File: src/rtl/seg7_pkg.sv
// Shared segment and anode constants for the 7-segment scan driver.
// Segment vectors are active-low, bit 0 = a .. bit 6 = g.
package seg7_pkg;

  typedef logic [6:0] seg_t;
  typedef logic [3:0] digit_t;

  localparam seg_t SEG_0    = 7'b1000000;
  localparam seg_t SEG_1    = 7'b1111001;
  localparam seg_t SEG_2    = 7'b0100100;
  localparam seg_t SEG_3    = 7'b0110000;
  localparam seg_t SEG_4    = 7'b0011001;
  localparam seg_t SEG_5    = 7'b0010010;
  localparam seg_t SEG_6    = 7'b0000010;
  localparam seg_t SEG_7    = 7'b1111000;
  localparam seg_t SEG_8    = 7'b0000000;
  localparam seg_t SEG_9    = 7'b0010000;
  localparam seg_t SEG_DASH = 7'b0111111;
  localparam seg_t SEG_OFF  = 7'b1111111;

  localparam digit_t DIGIT_OFF = 4'b1111;

  // Active-low one-hot anode enable for a slot index.
  function automatic digit_t digit_enable(input logic [1:0] idx);
    return ~(digit_t'(1) << idx);
  endfunction

endpackage

File: src/rtl/bcd_to_seg7.sv
// Combinational BCD to active-low 7-segment decoder.
// Non-decimal codes 10..15 render as a dash.
module bcd_to_seg7
  import seg7_pkg::*;
(
  input  logic [3:0] bcd,
  output logic [6:0] seg
);

  always_comb begin
    seg = SEG_DASH;
    case (bcd)
      4'd0: seg = SEG_0;
      4'd1: seg = SEG_1;
      4'd2: seg = SEG_2;
      4'd3: seg = SEG_3;
      4'd4: seg = SEG_4;
      4'd5: seg = SEG_5;
      4'd6: seg = SEG_6;
      4'd7: seg = SEG_7;
      4'd8: seg = SEG_8;
      4'd9: seg = SEG_9;
      default: seg = SEG_DASH;
    endcase
  end

endmodule

File: src/rtl/seg7_scan_driver.sv
// Four-digit multiplexed 7-segment scan driver with frame-coherent capture.
// Optional leading-zero suppression: define SEG7_LEADING_ZERO_BLANK_EN.
module seg7_scan_driver
  import seg7_pkg::*;
#(
  parameter int SCAN_DIV = 100000
) (
  input  logic        clk,
  input  logic        reset,
  input  logic [15:0] bcd_in,
  input  logic        blank,
  output logic [3:0]  DIGIT,
  output logic [6:0]  DISPLAY
);

  localparam int PW = $clog2(SCAN_DIV);
  localparam logic [PW-1:0] PRE_LAST = PW'(SCAN_DIV - 1);

  logic [PW-1:0] prescaler_reg;
  logic [1:0]    index_reg;
  logic [1:0]    index_next;
  logic [15:0]   snapshot_reg;
  logic [15:0]   digit_src;
  logic          tick;
  logic          frame_start;
  logic [3:0]    digit_val;
  logic [6:0]    seg;
  logic          digit_dark;

  assign tick        = (prescaler_reg == PRE_LAST);
  assign index_next  = index_reg + 2'd1;
  assign frame_start = tick && (index_next == 2'd0);

  // At frame start the snapshot is being loaded this very edge, so read bcd_in directly.
  assign digit_src = frame_start ? bcd_in : snapshot_reg;
  assign digit_val = digit_src[index_next*4 +: 4];

  bcd_to_seg7 u_dec (
    .bcd (digit_val),
    .seg (seg)
  );

`ifdef SEG7_LEADING_ZERO_BLANK_EN
  logic [3:0] lead_zero;

  assign lead_zero[0] = 1'b0;
  generate
    for (genvar gi = 1; gi < 4; gi++) begin : g_lead_zero
      assign lead_zero[gi] = (snapshot_reg[15:gi*4] == '0);
    end
  endgenerate

  assign digit_dark = lead_zero[index_next];
`else
  assign digit_dark = 1'b0;
`endif

  always_ff @(posedge clk) begin
    if (reset) begin
      prescaler_reg <= '0;
      index_reg     <= 2'd3;
      snapshot_reg  <= 16'h0000;
      DIGIT         <= DIGIT_OFF;
      DISPLAY       <= SEG_OFF;
    end else begin
      // >= also recovers from any out-of-range count when SCAN_DIV is not a power of two.
      if (prescaler_reg >= PRE_LAST) prescaler_reg <= '0;
      else                           prescaler_reg <= prescaler_reg + 1'b1;

      if (tick) index_reg <= index_next;
      if (frame_start) snapshot_reg <= bcd_in;

      if (blank) begin
        DIGIT   <= DIGIT_OFF;
        DISPLAY <= SEG_OFF;
      end else if (tick) begin
        if (digit_dark) begin
          DIGIT   <= DIGIT_OFF;
          DISPLAY <= SEG_OFF;
        end else begin
          DIGIT   <= digit_enable(index_next);
          DISPLAY <= seg;
        end
      end
    end
  end

endmodule

File: config.mk
export PLATFORM = sky130hd
export DESIGN_NAME = seg7_scan_driver
export DESIGN_NICKNAME = d
export VERILOG_FILES = /design/src/rtl/seg7_pkg.sv /design/src/rtl/bcd_to_seg7.sv /design/src/rtl/seg7_scan_driver.sv
export SDC_FILE = /design/constraint.sdc
export NUM_CORES = 1
export LEC_CHECK = 0
export BUFFER_PORTS_ARGS = -buffer_cell sky130_fd_sc_hd__buf_2
export CORE_MARGIN = 1.5
export CORE_UTILIZATION = 33
export CTS_BUF_LIST = sky130_fd_sc_hd__clkbuf_8
export DETAILED_ROUTE_END_ITERATION = 16
export PLACE_DENSITY_LB_ADDON = 0.25
export SYNTH_ARGS = -nofsm -noshare
export SYNTH_HDL_FRONTEND = slang
export SYNTH_SLANG_ARGS = --single-unit
File: constraint.sdc
create_clock -name clk -period 3.1 [get_ports clk]
set_input_delay 0.31 -clock clk [delete_from_list [all_inputs] [get_ports clk]]
set_output_delay 0.31 -clock clk [all_outputs]
set_load 0.02 [all_outputs]
==> flow_summary.ini, run 1 <==
[routing]
drt_first_pass_iters = 10
totalWireLength_mm = 4.531
drtAntennaViolNets = 0
vias_per_cell = 4.909
via_count = 1723
drc = 3
avgRoutedWirePerCell_um = 12.91
drt_iter0_drc = 88

[floorplanning]
die_area_um2 = 7282
die_height_um = 85.34
start_util = 0.3464
core-area_um2 = 6459
ios = 30
placementRows = 29
die_w_um = 85.34

[worst_setup_path]
crit_chain = ha_1 > and4_2 > nand4_2 > or2_1 > buf_4 > mux4_2 > mux2_2 > mux2i_1 > o221ai_1 > nand3_1
criticalPathCategory = flop to flop
cpPeakStageDelay_ns = 0.43
worst_setup_path_start_kind = flop
cp.required_ns = 3.26
crit_path_top_delay_cell = mux4_2
arrival_ns = 3.05
cp_max_fo = 12
worst_setup_path_end_kind = flop

[timing]
rsz0062_at_grt = false
slew_headroom = 0.6628
hold_slack_ns = 0.2615
clock_skew_ns = 0.01303
hold_violations = 0
finalCriticalPeriod_ns = 2.885
fmax_mhz = 346.7
tns_ns = 0
worst_slew_pin_slew_ns = 0.5045
fin_crit_sh = 0.9305
final.setup.worst_slack_ns = 0.2155
slew_viol_final = 0
setup_violations = 0

[logic_synthesis]
synth-edff-count = 0
yosysSeqAreaShare = 0.4116
yosys_most_used_dff = dfxtp_1
netlist.area_leader.share = 0.4116
avgSynthCellArea_um2 = 9.169
ys_seq_elements = 46
synth.distinct_cells = 34
synth_async_sr_flop_share = 0
synth_cells = 244
synth_nets = 274
yosysWarnings = 0
syn_area_um2 = 2237
synthTopCellsByArea = dfxtp_1, mux4_2, ha_1, nand2_1, nor2_1
yosys.area.top_type = dfxtp_1

[clock_tree]
cts_tree = built
postCtsSetupBuffers = 0
cts_hold_buf = 0
post_cts_resized = 0
numCtsBuffers = 5
path_clk_slew_ns = 0.09
worstSkewPairLatency_ns = 0.30
htreeDepth = 2
cts.sinks = 46
ctsLongestPathBuffers = 2
cts-root-buf = clkbuf_8

[pwr]
leakage_uw = 0.001066
powerDensity_nw_per_um2 = 385.6
max-vdd-ir-drop_mv = 0.1786
total_power_uw = 979.8

[global_routing]
grt_pass1_vias = 1622
grt_usage = 0.1347
antenna_found_initial = 0
grt_pass1_wl_mm = 7.769
grt_overflow = 0
grt_max_degree = 21

[final_layout]
largest_register_ffs = 17
diodes = 0
nFillCells = 669
finalInstanceArea_um2 = 2541
drive_gt1_frac = 0.2080
syn_to_final_growth_pct = 13.59
fin_nets = 304

[outcome]
failed_checks = DRC
outcome = finished, violations left

[placement]
hpwl_mm = 3.420
numPortBuffers = 29
place_congestion = 0.7986
placed_area_um2 = 2460
pre_cts_slack_ns = 0.2035

[flow_run]
drv_cap = 0

[hold_path]
hold_class = input port to flop
## per-stage QoR
step,utilization,std cells
global route,0.3935,351
finish,0.3935,351
floorplan,-,244
CTS,0.3933,351
global placement,0.3809,344
detailed placement,0.3809,344
## cell families (layout without fill, tap and decap cells)
logic type | after synthesis | in the layout | synth area share
adders and majority gates | 11 | 11 | 0.06152
AOI/OAI and AO/OA | 28 | 28 | 0.07439
muxes | 17 | 17 | 0.1169
buffers and inverters | 19 | 49 | 0.04027
xor gates and xnor gates | 15 | 15 | 0.05873
and+or+nand+nor | 108 | 108 | 0.2366
DFF | 46 | 46 | 0.4116
## metal layers
layer  share of wire  track usage
met1            0.51       0.1883
met4           0.017      0.04839
met3           0.050      0.03307
met5               0            0
met2            0.42       0.2020
## cell usage in the layout (no fill, tap or decap), types with 2 or more instances in the layout
cell type	instances
mux2i_1	7
xor2_1	8
a21oi_1	16
buf_4	6
clkbuf_8	5
ha_1	11
nand2_1	36
mux4_2	7
nand3_1	21
nand4_1	5
and3_1	3
nor2_1	30
and4b_1	2
mux2_2	3
dfxtp_1	46
inv_1	8
xnor2_1	7
buf_2	29
o211ai_1	7
o21ai_0	2
## worst max-delay path, delay by kind of cell, from the launching register on
kind	cells	cell delay, ns
mux	3	0.97
simple gates	4	0.77
flops	1	0.37
fa+ha+maj	1	0.23
buf+inv	1	0.21
compound gates	1	0.18
## worst paths after layout
| kind | startpoint | endpoint | slack, ns | cells after the start |
|---|---|---|---|---|
| min reg2reg | snapshot_reg[1] | snapshot_reg[1] | 0.46 | 2 |
| min | bcd_in[0] | snapshot_reg[0] | 0.26 | 3 |
| max | prescaler_reg[0] | DISPLAY[4] | 0.22 | 10 |
| max reg2reg | prescaler_reg[0] | DISPLAY[4] | 0.22 | 10 |
## power breakdown
part           internal, µW  leakage [µW]  total [µW]  switching [µW]
Combinational          15.2      0.000653        32.7            17.5
Sequential              594      0.000372         597            3.19
Clock                   152     0.0000414         350             199
## area by class of cell
type,count,area [µm²],area share
Tap cell,77,96.34,0.03791
Timing Repair Buffer,35,190.2,0.07484
Inverter,7,26.28,0.01034
Clock inverter,2,11.26,0.004431
Multi-Input combinational cell,179,1227,0.4830
Clock buffer,5,68.82,0.02708
Sequential cell,46,920.9,0.3624
## cell usage after synthesis (all sizes together), types with 2 or more instances
library cell  instances
dfxtp                46
nand2                36
nor2                 31
nand3                21
a21oi                16
ha                   11
xor2                  8
clkbuf                7
inv                   7
mux2i                 7
mux4                  7
o211ai                7
xnor2                 7
nand4                 6
buf                   5
and3                  3
mux2                  3
and4b                 2
nand2b                2
o21ai                 2
No activity file was read; power rests on OpenSTA's default activity.
==> run 2: changes to the inputs <==
--- a/config.mk
+++ b/config.mk
@@ -6,11 +6,13 @@
 export NUM_CORES = 1
 export LEC_CHECK = 0
 export BUFFER_PORTS_ARGS = -buffer_cell sky130_fd_sc_hd__buf_2
+export CORE_ASPECT_RATIO = 1.2
 export CORE_MARGIN = 1.5
 export CORE_UTILIZATION = 33
 export CTS_BUF_LIST = sky130_fd_sc_hd__clkbuf_8
 export DETAILED_ROUTE_END_ITERATION = 16
 export PLACE_DENSITY_LB_ADDON = 0.25
+export SETUP_SLACK_MARGIN = 0.4
 export SYNTH_ARGS = -nofsm -noshare
 export SYNTH_HDL_FRONTEND = slang
 export SYNTH_SLANG_ARGS = --single-unit
==> run 2 against run 1 <==
The run now ends clean. Critical path depth unchanged. First-iteration DRC count increased by 11%. Clock skew decreased by 0.0051 ns. Core utilization increased by 2.1 points. Sequential power about the same. Hold slack got worse by 0.0067 ns. Maximum frequency increased by 7.4%. Largest cell class unchanged. Highest routed layer unchanged.
==> flow_summary.ini, run 2 (synthesis gave the netlist of run 1 again) <==
[timing]
hold_violations = 0
fmax_mhz = 372.4
clock_skew_ns = 0.007966
final.setup.worst_slack_ns = 0.4146
fin_crit_sh = 0.8662
finalCriticalPeriod_ns = 2.685
tns_ns = 0
slew_viol_final = 0
slew_headroom = 0.6433
setup_violations = 0
rsz0062_at_grt = true
worst_slew_pin_slew_ns = 0.5338

[placement]
place_congestion = 0.7682
numPortBuffers = 29
hpwl_mm = 3.458
placed_area_um2 = 2516
pre_cts_slack_ns = 0.2654

[worst_setup_path]
worst_setup_path_start_kind = flop
r2r-start = prescaler_reg[11]
crit_path_top_delay_cell = mux4_2
crit_top_cell = mux2i_1
cpPeakStageDelay_ns = 0.57
cp_max_fo = 6
crit_chain = nor4_4 > nand4_4 > or2_4 > buf_6 > mux2i_1 > mux4_2 > ha_4 > inv_1 > mux2i_1 > o211ai_1
worst-r2r-cell-count = 10
rrSetupSlack_ns = 0.41
worst_setup_path_end_kind = flop
arrival_ns = 2.88
cp.required_ns = 3.29
rr_endpoint = DISPLAY[3]
worst-path-buf-inv = 2
critPathTopFamily = multiplexers
criticalPathCategory = flop to flop

[clock_tree]
ctsLongestPathBuffers = 2
htreeDepth = 2
cts-root-buf = clkbuf_8
path_clk_slew_ns = 0.09
cts_tree = built
cts.sinks = 46
worstSkewPairLatency_ns = 0.30
numCtsBuffers = 5

[global_routing]
grt_pass1_vias = 1756
antenna_found_initial = 0
grt_max_degree = 21
grt_usage = 0.1442
grt_pass1_wl_mm = 8.307
grt_overflow = 0

[pwr]
max-vdd-ir-drop_mv = 0.1885
total_power_uw = 1015
leakage_uw = 0.001121
powerDensity_nw_per_um2 = 377.0

[routing]
vias_per_cell = 4.846
avgRoutedWirePerCell_um = 12.98
drt_first_pass_iters = 6
via_count = 1788
drtAntennaViolNets = 0
totalWireLength_mm = 4.788
drc = 0
drt_iter0_drc = 98

[floorplanning]
core-area_um2 = 6486
die_area_um2 = 7284
die_w_um = 78.16
ios = 30
placementRows = 32
start_util = 0.3449
die_height_um = 93.20

[final_layout]
fin_nets = 313
nFillCells = 672
layout_common_cells = dfxtp_1, nand2_1, nor2_1
multi_input_area_um2 = 1284
seq_area_um2 = 929.6
finalInstanceArea_um2 = 2691
drive_gt1_frac = 0.2641
syn_to_final_growth_pct = 20.30
diodes = 0
largest_register_ffs = 17
final_common_cell = dfxtp_1

[outcome]
outcome = completed

[flow_run]
drv_cap = 0

[hold_path]
hold_class = input port to flop
hp-start = bcd_in[0]
whs_endpoint = snapshot_reg[0]
hold_depth = 3
==> run 2: cell count changes in the layout (fill, tap and decap cells not counted), moves of 2 or more <==
| cell | delta |
|---|---|
| buf_4 | +7 |
| dfxtp_1 | -5 |
| dfxtp_2 | +4 |
| ha_1 | -2 |
| ha_4 | +2 |
| mux2_4 | +2 |
==> run 2: power by group <==
part | total [µW] | switching (µW) | internal, µW
clock network | 377 | 200 | 177
registers | 597 | 3.95 | 593
logic | 40.3 | 20.2 | 20.0
==> run 2: worst max-delay path by stage <==
stage | end | start | cells after the start | slack, ns
after floorplan | DISPLAY[3] | prescaler_reg[14] | 11 | 0.42
after global placement | DISPLAY[3] | prescaler_reg[14] | 10 | 0.30
after detailed placement | DISPLAY[3] | prescaler_reg[14] | 10 | 0.27
after CTS | DISPLAY[3] | prescaler_reg[11] | 10 | 0.40
after global routing | DISPLAY[4] | prescaler_reg[11] | 10 | 0.29
final | DISPLAY[3] | prescaler_reg[11] | 10 | 0.41
==> run 2: per-stage QoR <==
| stage | hold slack, ns | utilization | cells |
|---|---|---|---|
| 5_1_grt | 0.2596 | 0.4149 | 369 |
| 3_3_place_gp | 0.4376 | 0.3879 | 353 |
| 4_1_cts | 0.2545 | 0.4095 | 366 |
| 3_5_place_dp | 0.4437 | 0.3879 | 353 |
| 6_report | 0.2547 | 0.4149 | 369 |
| 2_1_floorplan | 0.4284 | - | 244 |
==> run 2: what timing repair did <==
action,in CTS,in global routing
pin swaps,4,2
endpoints found under the setup margin,7,7
gates cloned,0,1
gates resized for setup,5,3
hold buffers,0,0
buffers inserted,5,2
==> run 2: per-layer routing <==
metal	GRT usage	part of all wire	vias up
li1	-	-	917
met1	0.1825	0.48	836
met2	0.2420	0.47	30
met3	0.02829	0.035	5
met4	0.05357	0.015	0
met5	0	0	-
==> run 2: worst reg2reg max path, cell delays in order (launching register included) <==
cell	delay [ns]
dfxtp_4	0.36
nor4_4	0.36
nand4_4	0.13
or2_4	0.29
buf_6	0.14
mux2i_1	0.14
mux4_2	0.57
ha_4	0.30
inv_1	0.03
mux2i_1	0.16
o211ai_1	0.10
==> run 2: area by class of cell <==
cell class                      count  share of cell area
Multi-Input combinational cell    180              0.4770
Clock inverter                      2            0.003254
Clock buffer                        6             0.03068
Tap cell                           85             0.03952
Timing Repair Buffer               43             0.09437
Sequential cell                    46              0.3454
Inverter                            7            0.009763
==> run 3: changes to the inputs <==
--- a/config.mk
+++ b/config.mk
@@ -11,6 +11,7 @@
 export CORE_UTILIZATION = 33
 export CTS_BUF_LIST = sky130_fd_sc_hd__clkbuf_8
 export DETAILED_ROUTE_END_ITERATION = 16
+export MAX_ROUTING_LAYER = met4
 export PLACE_DENSITY_LB_ADDON = 0.25
 export SETUP_SLACK_MARGIN = 0.4
 export SYNTH_ARGS = -nofsm -noshare
==> run 3 against run 2 <==
Hold slack barely moved. Total power about the same. Clock power about the same. Core utilization is the same. Final cell count unchanged. Clock-buffer cell count unchanged. Global-route usage increased by 0.35 points. Via count is 0.11% higher. Largest cell class unchanged.
==> flow_summary.ini, run 3 (synthesis gave the netlist of run 1 again) <==
[flow_run]
drv_cap = 0

[routing]
totalWireLength_mm = 4.783
drt_iter0_drc = 96
via_count = 1790
drt_first_pass_iters = 6
avgRoutedWirePerCell_um = 12.96
drtAntennaViolNets = 0
vias_per_cell = 4.851
drc = 0

[worst_setup_path]
cp_max_fo = 6
crit_path_top_delay_cell = mux4_2
cp.required_ns = 3.29
worst_setup_path_end_kind = flop
r2r-start = prescaler_reg[11]
rr_endpoint = DISPLAY[3]
worst-r2r-cell-count = 10
arrival_ns = 2.88
criticalPathCategory = flop to flop
crit_chain = nor4_4 > nand4_4 > or2_4 > buf_6 > mux2i_1 > mux4_2 > ha_4 > inv_1 > mux2i_1 > o211ai_1
crit_top_cell = mux2i_1
cpPeakStageDelay_ns = 0.57
rrSetupSlack_ns = 0.41
worst_setup_path_start_kind = flop

[global_routing]
grt_overflow = 0
grt_usage = 0.1477
grt_pass1_vias = 1752
grt_max_degree = 21
grt_pass1_wl_mm = 8.314
antenna_found_initial = 0

[timing]
tns_ns = 0
hold_violations = 0
finalCriticalPeriod_ns = 2.685
setup_violations = 0
fin_crit_sh = 0.8662
worst_slew_pin_slew_ns = 0.5335
rsz0062_at_grt = true
fmax_mhz = 372.4
clock_skew_ns = 0.008164
slew_headroom = 0.6435
slew_viol_final = 0

[placement]
dp.cells = 353
numPortBuffers = 29
place_congestion = 0.7785
hpwl_mm = 3.458

[final_layout]
seq_area_um2 = 929.6
diodes = 0
finalNonFillerCells = 369
largest_register_ffs = 17
nFillCells = 672
multi_input_area_um2 = 1284
layout_common_cells = dfxtp_1, nand2_1, nor2_1
final_common_cell = dfxtp_1
drive_gt1_frac = 0.2641
syn_to_final_growth_pct = 20.30
utilization = 0.4149
fin_nets = 313

[pwr]
leakage_uw = 0.001121
max-vdd-ir-drop_mv = 0.1885
total_power_uw = 1015
powerDensity_nw_per_um2 = 377.2

[clock_tree]
cts-root-buf = clkbuf_8
cts_tree = built
numCtsBuffers = 5
worstSkewPairLatency_ns = 0.30
path_clk_slew_ns = 0.09
htreeDepth = 2
ctsLongestPathBuffers = 2
cts.sinks = 46

[floorplanning]
die_w_um = 78.16
placementRows = 32
die_height_um = 93.20
core-area_um2 = 6486
start_util = 0.3449
die_area_um2 = 7284
ios = 30

[hold_path]
hold_class = input port to flop
whs_endpoint = snapshot_reg[0]
hp-start = bcd_in[0]
hold_depth = 3

[outcome]
outcome = completed
-- run 3: final cells by class --
| class | count | share of cell area |
|---|---|---|
| Clock buffer | 6 | 0.03068 |
| Clock inverter | 2 | 0.003254 |
| Inverter | 7 | 0.009763 |
| Multi-Input combinational cell | 180 | 0.4770 |
| Sequential cell | 46 | 0.3454 |
| Tap cell | 85 | 0.03952 |
| Timing Repair Buffer | 43 | 0.09437 |
-- run 3: how the worst max path moves through the flow --
| stage | from | to | slack, ns |
|---|---|---|---|
| final | prescaler_reg[11] | DISPLAY[3] | 0.41 |
| after global routing | prescaler_reg[11] | DISPLAY[4] | 0.29 |
| after CTS | prescaler_reg[11] | DISPLAY[3] | 0.40 |
| after detailed placement | prescaler_reg[14] | DISPLAY[3] | 0.27 |
| after global placement | prescaler_reg[14] | DISPLAY[3] | 0.30 |
| after floorplan | prescaler_reg[14] | DISPLAY[3] | 0.42 |
-- run 3: stage by stage --
step | instance area [µm²] | worst slack [ns] | hold slack (ns)
5_1_grt | 2691 | 0.2946 | 0.2615
3_5_place_dp | 2516 | 0.2654 | 0.4437
6_report | 2691 | 0.4148 | 0.2543
2_1_floorplan | 2286 | 0.4177 | 0.4284
4_1_cts | 2656 | 0.4039 | 0.2545
3_3_place_gp | 2516 | 0.2953 | 0.4376
-- run 3: repair_timing --
action,in CTS,in global routing
setup buffers,5,2
gates cloned,0,1
pin swaps,4,2
hold buffers,0,0
gates resized for setup,5,3
endpoints found under the setup margin,7,7
-- run 3: where the power goes --
group	total, µW	internal [µW]	switching, µW
sequential	597	593	3.95
combinational	40.3	20.0	20.2
clock	378	177	201
-- run 3: worst max-delay path: cells and delay by family (launching register included) --
kind	cells	cell delay, ns
muxes	3	0.87
and+or+nand+nor	3	0.78
DFF	1	0.36
adders and majority gates	1	0.30
buffers and inverters	2	0.17
AOI/OAI and AO/OA	1	0.10
-- run 3: per-layer routing --
layer | vias up | wire length [µm] | share of wire | GRT usage
met5 | - | 0 | 0 | -
met4 | 0 | 70 | 0.015 | 0.04911
met3 | 5 | 172 | 0.036 | 0.02732
met2 | 31 | 2223 | 0.46 | 0.2420
met1 | 837 | 2317 | 0.48 | 0.1837
li1 | 917 | - | - | -
